$ cat config.mk
export PLATFORM = sky130hd
export DESIGN_NAME = seq_detector_param
export DESIGN_NICKNAME = d
export VERILOG_FILES = /design/src/rtl/seq_det_pkg.sv /design/src/rtl/sat_counter.sv /design/src/rtl/seq_detector_param.sv
export SDC_FILE = /design/constraint.sdc
export NUM_CORES = 1
export LEC_CHECK = 0
export ABC_AREA = 0
export BUFFER_PORTS_ARGS = -buffer_cell sky130_fd_sc_hd__buf_2
export CORE_ASPECT_RATIO = 0.8
export CORE_MARGIN = 5
export CORE_UTILIZATION = 56
export DETAILED_ROUTE_END_ITERATION = 8
export GPL_TIMING_DRIVEN = 0
export PLACE_DENSITY = 0.79
export SYNTH_ARGS = -nofsm -noshare
export SYNTH_HDL_FRONTEND = slang
export SYNTH_SLANG_ARGS = --single-unit
$ cat constraint.sdc
create_clock -name clk -period 2.8 [get_ports clk]
set_input_delay 0.14 -clock clk [delete_from_list [all_inputs] [get_ports clk]]
set_output_delay 0.14 -clock clk [all_outputs]
set_load 0.005 [all_outputs]
$ cat src/rtl/seq_det_pkg.sv
// Shared constants and helpers for the programmable serial pattern detector.
// Reset defaults describe a 1101 detector with overlap enabled.
package seq_det_pkg;

  localparam int MAX_PAT_W = 32;
  localparam int DEF_PAT_W = 8;
  localparam logic [DEF_PAT_W-1:0] DEF_PATTERN_C = 8'b0000_1101;
  localparam int DEF_LEN_C = 4;
  localparam bit DEF_OVERLAP_C = 1'b1;

  function automatic int len_w(input int pat_w);
    return $clog2(pat_w + 1);
  endfunction

  // Ones in the low 'len' positions: the bits that take part in a compare.
  function automatic logic [MAX_PAT_W-1:0] len_mask(input int len);
    logic [MAX_PAT_W-1:0] m;
    m = '0;
    for (int i = 0; i < MAX_PAT_W; i++) begin
      m[i] = (i < len);
    end
    return m;
  endfunction

endpackage

$ cat src/rtl/sat_counter.sv
// Up counter that sticks at all-ones; clear wins over increment.
module sat_counter #(
  parameter int W = 8
) (
  input  logic         clk,
  input  logic         rst,
  input  logic         clr,
  input  logic         inc,
  output logic [W-1:0] cnt
);

  logic [W-1:0] r_cnt;

  always_ff @(posedge clk) begin
    if (rst || clr) begin
      r_cnt <= '0;
    end else if (inc && (r_cnt != {W{1'b1}})) begin
      r_cnt <= r_cnt + 1'b1;
    end
  end

  assign cnt = r_cnt;

endmodule

$ cat src/rtl/seq_detector_param.sv
// Runtime-programmable serial pattern detector with Mealy match output,
// selectable overlap mode and a saturating match counter.
module seq_detector_param
  import seq_det_pkg::*;
#(
  parameter int               PAT_W       = DEF_PAT_W,
  parameter int               CNT_W       = 8,
  parameter logic [PAT_W-1:0] DEF_PATTERN = PAT_W'(DEF_PATTERN_C),
  parameter int               DEF_LEN     = DEF_LEN_C,
  parameter bit               DEF_OVERLAP = DEF_OVERLAP_C,
  localparam int              LEN_W       = len_w(PAT_W)
) (
  input  logic             clk,
  input  logic             rst,
  input  logic             in,
  input  logic             in_valid,
  input  logic             cfg_load,
  input  logic [PAT_W-1:0] cfg_pattern,
  input  logic [LEN_W-1:0] cfg_len,
  input  logic             cfg_overlap,
  input  logic             cnt_clr,
  output logic             out,
  output logic             cfg_err,
  output logic [CNT_W-1:0] match_cnt
);

  localparam logic [LEN_W-1:0] PAT_W_L = LEN_W'(PAT_W);

  logic [PAT_W-1:0] r_pat;
  logic [LEN_W-1:0] r_len;
  logic             r_ovl;
  // The oldest history bit is shifted out before it can ever be compared.
  logic [PAT_W-2:0] r_hist;
  logic [LEN_W-1:0] r_fill;
  logic             r_cfg_err;

  logic [PAT_W-1:0] w_cand;
  logic [PAT_W-1:0] w_mask;
  logic [PAT_W-1:0] w_bit_ok;
  logic             w_filled;
  logic             w_accept;
  logic             w_len_ok;

  assign w_cand   = {r_hist, in};
  assign w_mask   = PAT_W'(len_mask(int'(r_len)));
  assign w_filled = ({1'b0, r_fill} + (LEN_W + 1)'(1)) >= {1'b0, r_len};
  assign w_accept = in_valid & ~cfg_load & ~rst;
  assign w_len_ok = (cfg_len != '0) && (cfg_len <= PAT_W_L);

  for (genvar gi = 0; gi < PAT_W; gi++) begin : g_cmp
    assign w_bit_ok[gi] = ~w_mask[gi] | (w_cand[gi] == r_pat[gi]);
  end

  assign out = w_accept & w_filled & (&w_bit_ok);

  always_ff @(posedge clk) begin
    if (rst) begin
      r_pat     <= DEF_PATTERN;
      r_len     <= LEN_W'(DEF_LEN);
      r_ovl     <= DEF_OVERLAP;
      r_hist    <= '0;
      r_fill    <= '0;
      r_cfg_err <= 1'b0;
    end else begin
      r_cfg_err <= cfg_load & ~w_len_ok;
      if (cfg_load) begin
        if (w_len_ok) begin
          r_pat  <= cfg_pattern;
          r_len  <= cfg_len;
          r_ovl  <= cfg_overlap;
          r_hist <= '0;
          r_fill <= '0;
        end
      end else if (in_valid) begin
        r_hist <= w_cand[PAT_W-2:0];
        if (out && !r_ovl) begin
          r_fill <= '0;
        end else if (r_fill != PAT_W_L) begin
          r_fill <= r_fill + 1'b1;
        end
      end
    end
  end

  assign cfg_err = r_cfg_err;

  sat_counter #(
    .W(CNT_W)
  ) u_cnt (
    .clk (clk),
    .rst (rst),
    .clr (cnt_clr),
    .inc (out),
    .cnt (match_cnt)
  );

endmodule
==> flow_summary.toml, run 1 <==
[status]
result_of_the_run = "complete, no violations"

[cts]
cts-hold-fix-buffers = 0
clock_tree.root_cell = "clkbuf_8"
h-tree-depth = 2
numCtsBuffers = 5
clock_sinks = 33
clkSlewWorstSetupHoldPaths_ns = 0.07
clkLatencyLatePin_ns = 0.28
clock_tree_from_tritoncts = "built"
cts_max_path_buffers = 2

[sta]
fmaxAchievable_mhz = 386
finalCriticalPeriod_ns = 2.59
rsz0062_at_grt = "no"
final_max_slew_viol_count = 0
worstMarginPinSlew_ns = 0.609
relSlewSlack_pct = 59.3
post_route_setup_tns_ns = 0
final-setup-viol-count = 0
fin_hold_ws_ns = 0.0900
min_period_over_period_pct = 92.5
finalClockSkew_ns = 0.00740
final-hold-violation-count = 0

[logic_synthesis]
avgSynthCellArea_um2 = 9.27
syn_nets = 224
post_synthesis_compound_gate_area_fraction_pct = 14.6
yosys_register_bits = 33
synthesis.yosys.warnings = 0
post_synth_top_cells = "33 x dfxtp_1, 18 x nand2_1, 15 x mux2i_1, 12 x nor2_1, 9 x xnor2_1"
synthDistinctLibCells = 49
synth_xor_xnor_area_share_pct = 4.77
ys_dominant_reg_cell = "dfxtp_1"
yosysTopAreaCell = "dfxtp_1"
dominant_combinational_cell_family_by_area_after_synthesis = "simple AND/OR/NAND/NOR gates"
synth.most_common_cell = "dfxtp_1"
yosysSeqAreaShare_pct = 36.0
yosys.area.top_type_share_pct = 36.0
asyncSetResetFlopFracSynth_pct = 0
yosys-mux-area-fraction_pct = 8.18
netlist_area_um2 = 1840
number_of_enable_type_register_cells_in_the_synthesized_netlist = 0
synth.top_cells.by_area = "dfxtp_1 36%, mux2i_1 8.2%, ha_1 4.8%"
yosys.area_share.simple_pct = 27.0
postSynthCellCount = 198
synth_adder_area_share_pct = 4.77

[global_routing]
grt_max_degree = 11
grt.overflow.total = 0
grtUsageTotal_pct = 19.5
met3_track_demand_over_resource_in_global_routing_pct = 5.87
grt_antenna_before_repair = 0
grt_use_met1_pct = 29.3
gr-max-usage-layer = "met1"
met2_usage_pct = 26.1
first_global_vias = 1366
grt_first_pass_wirelength_um = 6620

[worst_setup_path]
rrSetupSlack_ns = 0.39
worst_setup_path_start_kind = "flip-flop"
r2r-start = "r_fill[0]"
criticalPathCategory = "flip-flop to primary output"
cp_max_fo = 11
crit_required_ns = 2.66
reg2regPathDepth = 7
crit-reg2reg-capture = "r_fill[3]"
timing.critical_path.to_type = "primary output"
crit_arrival_ns = 2.45

[pwr]
power_density_nw_per_um2 = 463
max_ir_drop_vdd_mv = 0.397
total_power_mw = 0.973
power_leakage_nw = 0.867

[floorplan]
die_width_um = 74.0
design.die.area_um2 = 4530
die-height_um = 61.2
ioPinCount = 29
core_area_um2 = 3130
number_of_cell_rows = 18
start_util_pct = 58.6

[worst_hold_path]
min_to = "r_pat[1]"
min-delay-start = "cfg_pattern[1]"
hold-path-cell-count = 3
worst_hold_path_type = "primary input to flip-flop"

[drt]
drcViolationCount = 0
post_drt_via_cell_ratio = 5.72
drt_iter0_drcs = 94
dr_total_vias = 1551
routedWlPerCell_um = 14.4
detailedRoute.firstPassIterationCount = 4
drt_wl_total_um = 3900
postRouteAntennaNets = 0

[cells_and_area]
antenna_cells = 0
post_layout_nonfiller_instances = 271
syn2layout_area_growth_pct = 14.6
finalNetCount = 257
layout-drive-gt1-share_pct = 21.6
finished_cell_area_um2 = 2100

[placement]
io_buffers = 27
place_hpwl_um = 3000
placement.cell_area_um2 = 2020
total_instance_count_after_detailed_placement = 265
gp_routability_congestion = 0.785

[run]
drv.max_cap_violation_count = 0
## power by group
group	switching, mW	leakage, nW	internal, mW
Clock	0.163	0.0443	0.195
Sequential	0.0151	0.268	0.484
Combinational	0.0636	0.554	0.0529
Total	0.242	0.867	0.732
## flip-flops by register name, indices dropped and copies added, names as in the netlist
name	flops
u_cnt.cnt	8
r_len	4
r_fill	4
r_pat	8
r_hist	7
cfg_err	1
r_ovl	1
## worst max-delay path: stages, from the launching register on
cell      delay (ns)
dfxtp_1         0.49
inv_1           0.08
ha_1            0.32
ha_1            0.28
a211oi_1        0.20
o21a_1          0.51
nor3_1          0.12
buf_2           0.15
## area by class of cell
cell class	instances	area, µm²
tap	40	50.0
sequential	33	661
fill	268	1030
inverter	8	30.0
timing repair buffer	27	135
buffer	9	52.6
clock buffer	7	86.3
multi-input combinational	147	1090
## worst max-delay path by stage
stage          slack, ns   endpoint  startpoint  cells after the start
5_1_grt             0.07        out   r_fill[0]                      7
3_3_place_gp        0.27  r_fill[0]   r_fill[0]                      8
4_1_cts             0.02        out   r_fill[0]                      8
2_1_floorplan       0.55  r_fill[0]   r_fill[0]                      8
3_5_place_dp        0.20  r_fill[3]   r_fill[0]                      8
6_report            0.21        out   r_fill[0]                      7
## metal layers
metal,routed length (µm),part of all wire (%)
met2,1540,39
met3,267,6.8
met5,0,0
met4,48,1.2
met1,2040,52
## repair_timing
action | CTS | global route
endpoints found under the hold margin | 0 | 0
buffers inserted | 0 | 0
endpoints found under the setup margin | 0 | 2
gates resized for setup | 0 | 0
## logic make-up (layout without fill, tap and decap cells)
logic type / count (synthesis) / in the layout
compound gates: 34 / 34
simple gates: 81 / 81
xor+xnor: 10 / 10
fa+ha+maj: 7 / 7
flops: 33 / 33
mux: 15 / 15
buf+inv: 18 / 51
## placed cells by master, fill, tap and decap left out, drive strengths merged, types with 4 or more instances in the layout
| cell | netlist | layout |
|---|---|---|
| and3 | 6 | 6 |
| xnor2 | 9 | 9 |
| nand2 | 18 | 18 |
| nor3 | 6 | 6 |
| clkbuf | 5 | 11 |
| a22o | 6 | 6 |
| nand3 | 4 | 4 |
| dfxtp | 33 | 33 |
| mux2i | 15 | 15 |
| inv | 8 | 8 |
| nor4 | 10 | 10 |
| nand4 | 5 | 5 |
| ha | 7 | 7 |
| buf | 5 | 32 |
| a211o | 4 | 4 |
| or3 | 6 | 6 |
| a31oi | 4 | 4 |
| nand2b | 4 | 4 |
| nor2 | 12 | 12 |
## per-stage QoR
stage / worst slack, ns / util (%)
2_1_floorplan: 0.546 / -
3_3_place_gp: 0.268 / 64.5
3_5_place_dp: 0.195 / 64.5
4_1_cts: 0.0150 / 67.3
5_1_grt: 0.0685 / 67.2
6_report: 0.210 / 67.2
Power figures use the tool's default switching activity.
==> inputs of run 2 (changes only) <==
CORE_UTILIZATION = 55   (was 56)
PLACE_DENSITY = 0.78   (was 0.79)
SYNTH_HIERARCHICAL = 1   (was default)
==> run 2 against run 1 <==
Register-to-register slack worse by 0.27 ns. Sequential cell count unchanged. Sequential power up 4.4%. Wire length up 6.6%. Via count down 0.71%. Critical path depth up 2. Core utilization down 0.35 points. Clock-buffer cell count unchanged. Total power up 10%. Design area down 4.1%. Cell count down 4.4%. Die area down 5.3%.
==> flow_summary.toml, run 2 <==
[cells_and_area]
mostFrequentLayoutCell = "dfxtp_1"
layout-drive-gt1-share_pct = 25.6
antenna_cells = 0
finalNetCount = 244
post_layout_nonfiller_instances = 259
most-common-layout-cells = "33 x dfxtp_1, 30 x buf_2, 14 x nand2_1, 11 x mux2i_1, 10 x nor2_1"
finished_cell_area_um2 = 2020
syn2layout_area_growth_pct = 19.2
seqCellArea_um2 = 661
fillCellCount = 253
footprint_of_the_multi_input_gates_um2 = 983

[worst_setup_path]
crit-reg2reg-capture = "u_cnt/cnt[3]"
worstPathCellList = "ha_1 -> xor2_2 -> ha_1 -> o21ai_0 -> o21a_1 -> nor3_4 -> and4_1 -> a21boi_1 -> mux2i_1"
worst_setup_path_start_kind = "flip-flop"
crit_path_frequent_cell = "ha_1"
criticalPathCategory = "flip-flop to flip-flop"
crit_slowest_cell = "dfxtp_1"
cp_max_fo = 7
crit_required_ns = 2.99
reg2regPathDepth = 9
r2r-start = "r_fill[0]"
critical_path_max_stage_delay_ns = 0.43
timing.critical_path.to_type = "flip-flop"
rrSetupSlack_ns = 0.12
crit_arrival_ns = 2.87

[global_routing]
first_global_vias = 1458
grtUsageTotal_pct = 21.3
grt_antenna_before_repair = 0
grt_use_met1_pct = 29.3
met2_usage_pct = 31.8
grt.overflow.total = 0
gr-max-usage-layer = "met2"
grt_max_degree = 11
met3_track_demand_over_resource_in_global_routing_pct = 6.95
grt_first_pass_wirelength_um = 6940

[placement]
total_instance_count_after_detailed_placement = 249
placement.cell_area_um2 = 1880
place_hpwl_um = 3060
gp_routability_congestion = 0.883
dp_worst_setup_slack_ns = -0.319
io_buffers = 28

[worst_hold_path]
worst_hold_path_type = "primary input to flip-flop"
min_to = "u_cnt/cnt[2]"
min-delay-start = "cnt_clr"
hold-path-cell-count = 2

[drt]
detailedRoute.firstPassIterationCount = 4
drt_wl_total_um = 4160
post_drt_via_cell_ratio = 5.95
drt_iter0_drcs = 142
drcViolationCount = 0
routedWlPerCell_um = 16.1
dr_total_vias = 1540
postRouteAntennaNets = 0

[pwr]
max_ir_drop_vdd_mv = 0.443
power_leakage_nw = 0.915
power_density_nw_per_um2 = 533
total_power_mw = 1.08

[sta]
min_period_over_period_pct = 95.7
final_max_slew_viol_count = 0
min_setup_slack_post_route_ns = 0.120
post_route_setup_tns_ns = 0
relSlewSlack_pct = 67.7
finalCriticalPeriod_ns = 2.68
finalClockSkew_ns = 0.00474
final-setup-viol-count = 0
final-hold-violation-count = 0
fmaxAchievable_mhz = 373
worstMarginPinSlew_ns = 0.483

[cts]
clock_tree.root_cell = "clkbuf_8"
numCtsBuffers = 5
clock_tree_from_tritoncts = "built"
clkSlewWorstSetupHoldPaths_ns = 0.06
cts_max_path_buffers = 2
clock_sinks = 33
cts-hold-fix-buffers = 0
clkLatencyLatePin_ns = 0.28
h-tree-depth = 2

[logic_synthesis]
synth.most_common_cell = "dfxtp_1"
yosysTopAreaCell = "dfxtp_1"
post_synth_top_cells = "33 x dfxtp_1, 14 x nand2_1, 11 x mux2i_1, 10 x nor2_1, 9 x a21oi_1"
postSynthCellCount = 181
synthDistinctLibCells = 52
asyncSetResetFlopFracSynth_pct = 0
yosys_register_bits = 33
yosysSeqAreaShare_pct = 39.1
synth.top_cells.by_area = "dfxtp_1 39%, mux2i_1 6.5%, ha_1 5.2%"
syn_nets = 207
avgSynthCellArea_um2 = 9.35
netlist_area_um2 = 1690
number_of_enable_type_register_cells_in_the_synthesized_netlist = 0
yosys.area.top_type_share_pct = 39.1
ys_dominant_reg_cell = "dfxtp_1"
synthesis.yosys.warnings = 6

[floorplan]
ioPinCount = 29
die-height_um = 59.6
number_of_cell_rows = 18
start_util_pct = 56.1
design.die.area_um2 = 4290
core_area_um2 = 3020
die_width_um = 72.0

[run]
drv.max_cap_violation_count = 0

[status]
result_of_the_run = "complete, no violations"
==> run 2: worst max-delay path by stage <==
| stage | end | from | depth (start not counted) |
|---|---|---|---|
| after global placement | u_cnt/cnt[6] | r_fill[0] | 9 |
| after floorplan | u_cnt/cnt[6] | r_fill[0] | 9 |
| after global routing | u_cnt/cnt[3] | r_fill[0] | 9 |
| after CTS | u_cnt/cnt[3] | r_fill[0] | 9 |
| final | u_cnt/cnt[3] | r_fill[0] | 9 |
| after detailed placement | u_cnt/cnt[6] | r_fill[0] | 9 |
==> run 2: cells by family after synthesis <==
logic type      Yosys count  share of synthesized area, %
fa+ha+maj                 7                          5.18
compound gates           44                          18.6
simple gates             61                          21.6
mux                      11                          6.51
buf+inv                  15                          3.92
xor+xnor                 10                          5.18
flops                    33                          39.1
==> run 2: critical path: cells and delay by family, from the launching register on <==
| kind | cells | cell delay, ns |
|---|---|---|
| xor+xnor | 1 | 0.23 |
| fa+ha+maj | 2 | 0.46 |
| mux | 1 | 0.27 |
| flops | 1 | 0.43 |
| simple gates | 2 | 0.62 |
| compound gates | 3 | 0.59 |
==> run 2: what timing repair did <==
action                                  CTS  global route
buffers inserted                          0             2
endpoints found under the setup margin    4             2
resized for setup                         3             1
pin swaps                                 0             1
==> run 2: layout make-up <==
type	instances	area share, %
sequential	33	32.8
buffer	8	1.99
tap	40	2.48
multi-input combinational	133	48.8
clock inverter	1	0.248
timing repair buffer	30	7.69
clock buffer	7	4.78
inverter	7	1.30
==> run 2: metrics by stage <==
stage / util [%] / hold slack, ns
detailed placement: 62.4 / 0.363
CTS: 66.1 / 0.0646
global route: 66.8 / 0.0884
finish: 66.8 / 0.0890
global placement: 62.4 / 0.366
floorplan: - / 0.218
==> run 2: power breakdown <==
| group | switching, mW | total [mW] | internal (mW) | leakage, nW |
|---|---|---|---|---|
| Combinational | 0.0862 | 0.166 | 0.0794 | 0.592 |
| Clock | 0.166 | 0.388 | 0.222 | 0.0542 |
| Sequential | 0.0284 | 0.521 | 0.493 | 0.269 |
==> run 2: per-layer routing <==
layer / vias to the layer above / part of all wire (%)
met3: 7 / 7.8
met2: 66 / 45
met1: 726 / 46
met5: - / 0
li1: 741 / -
met4: 0 / 1.1
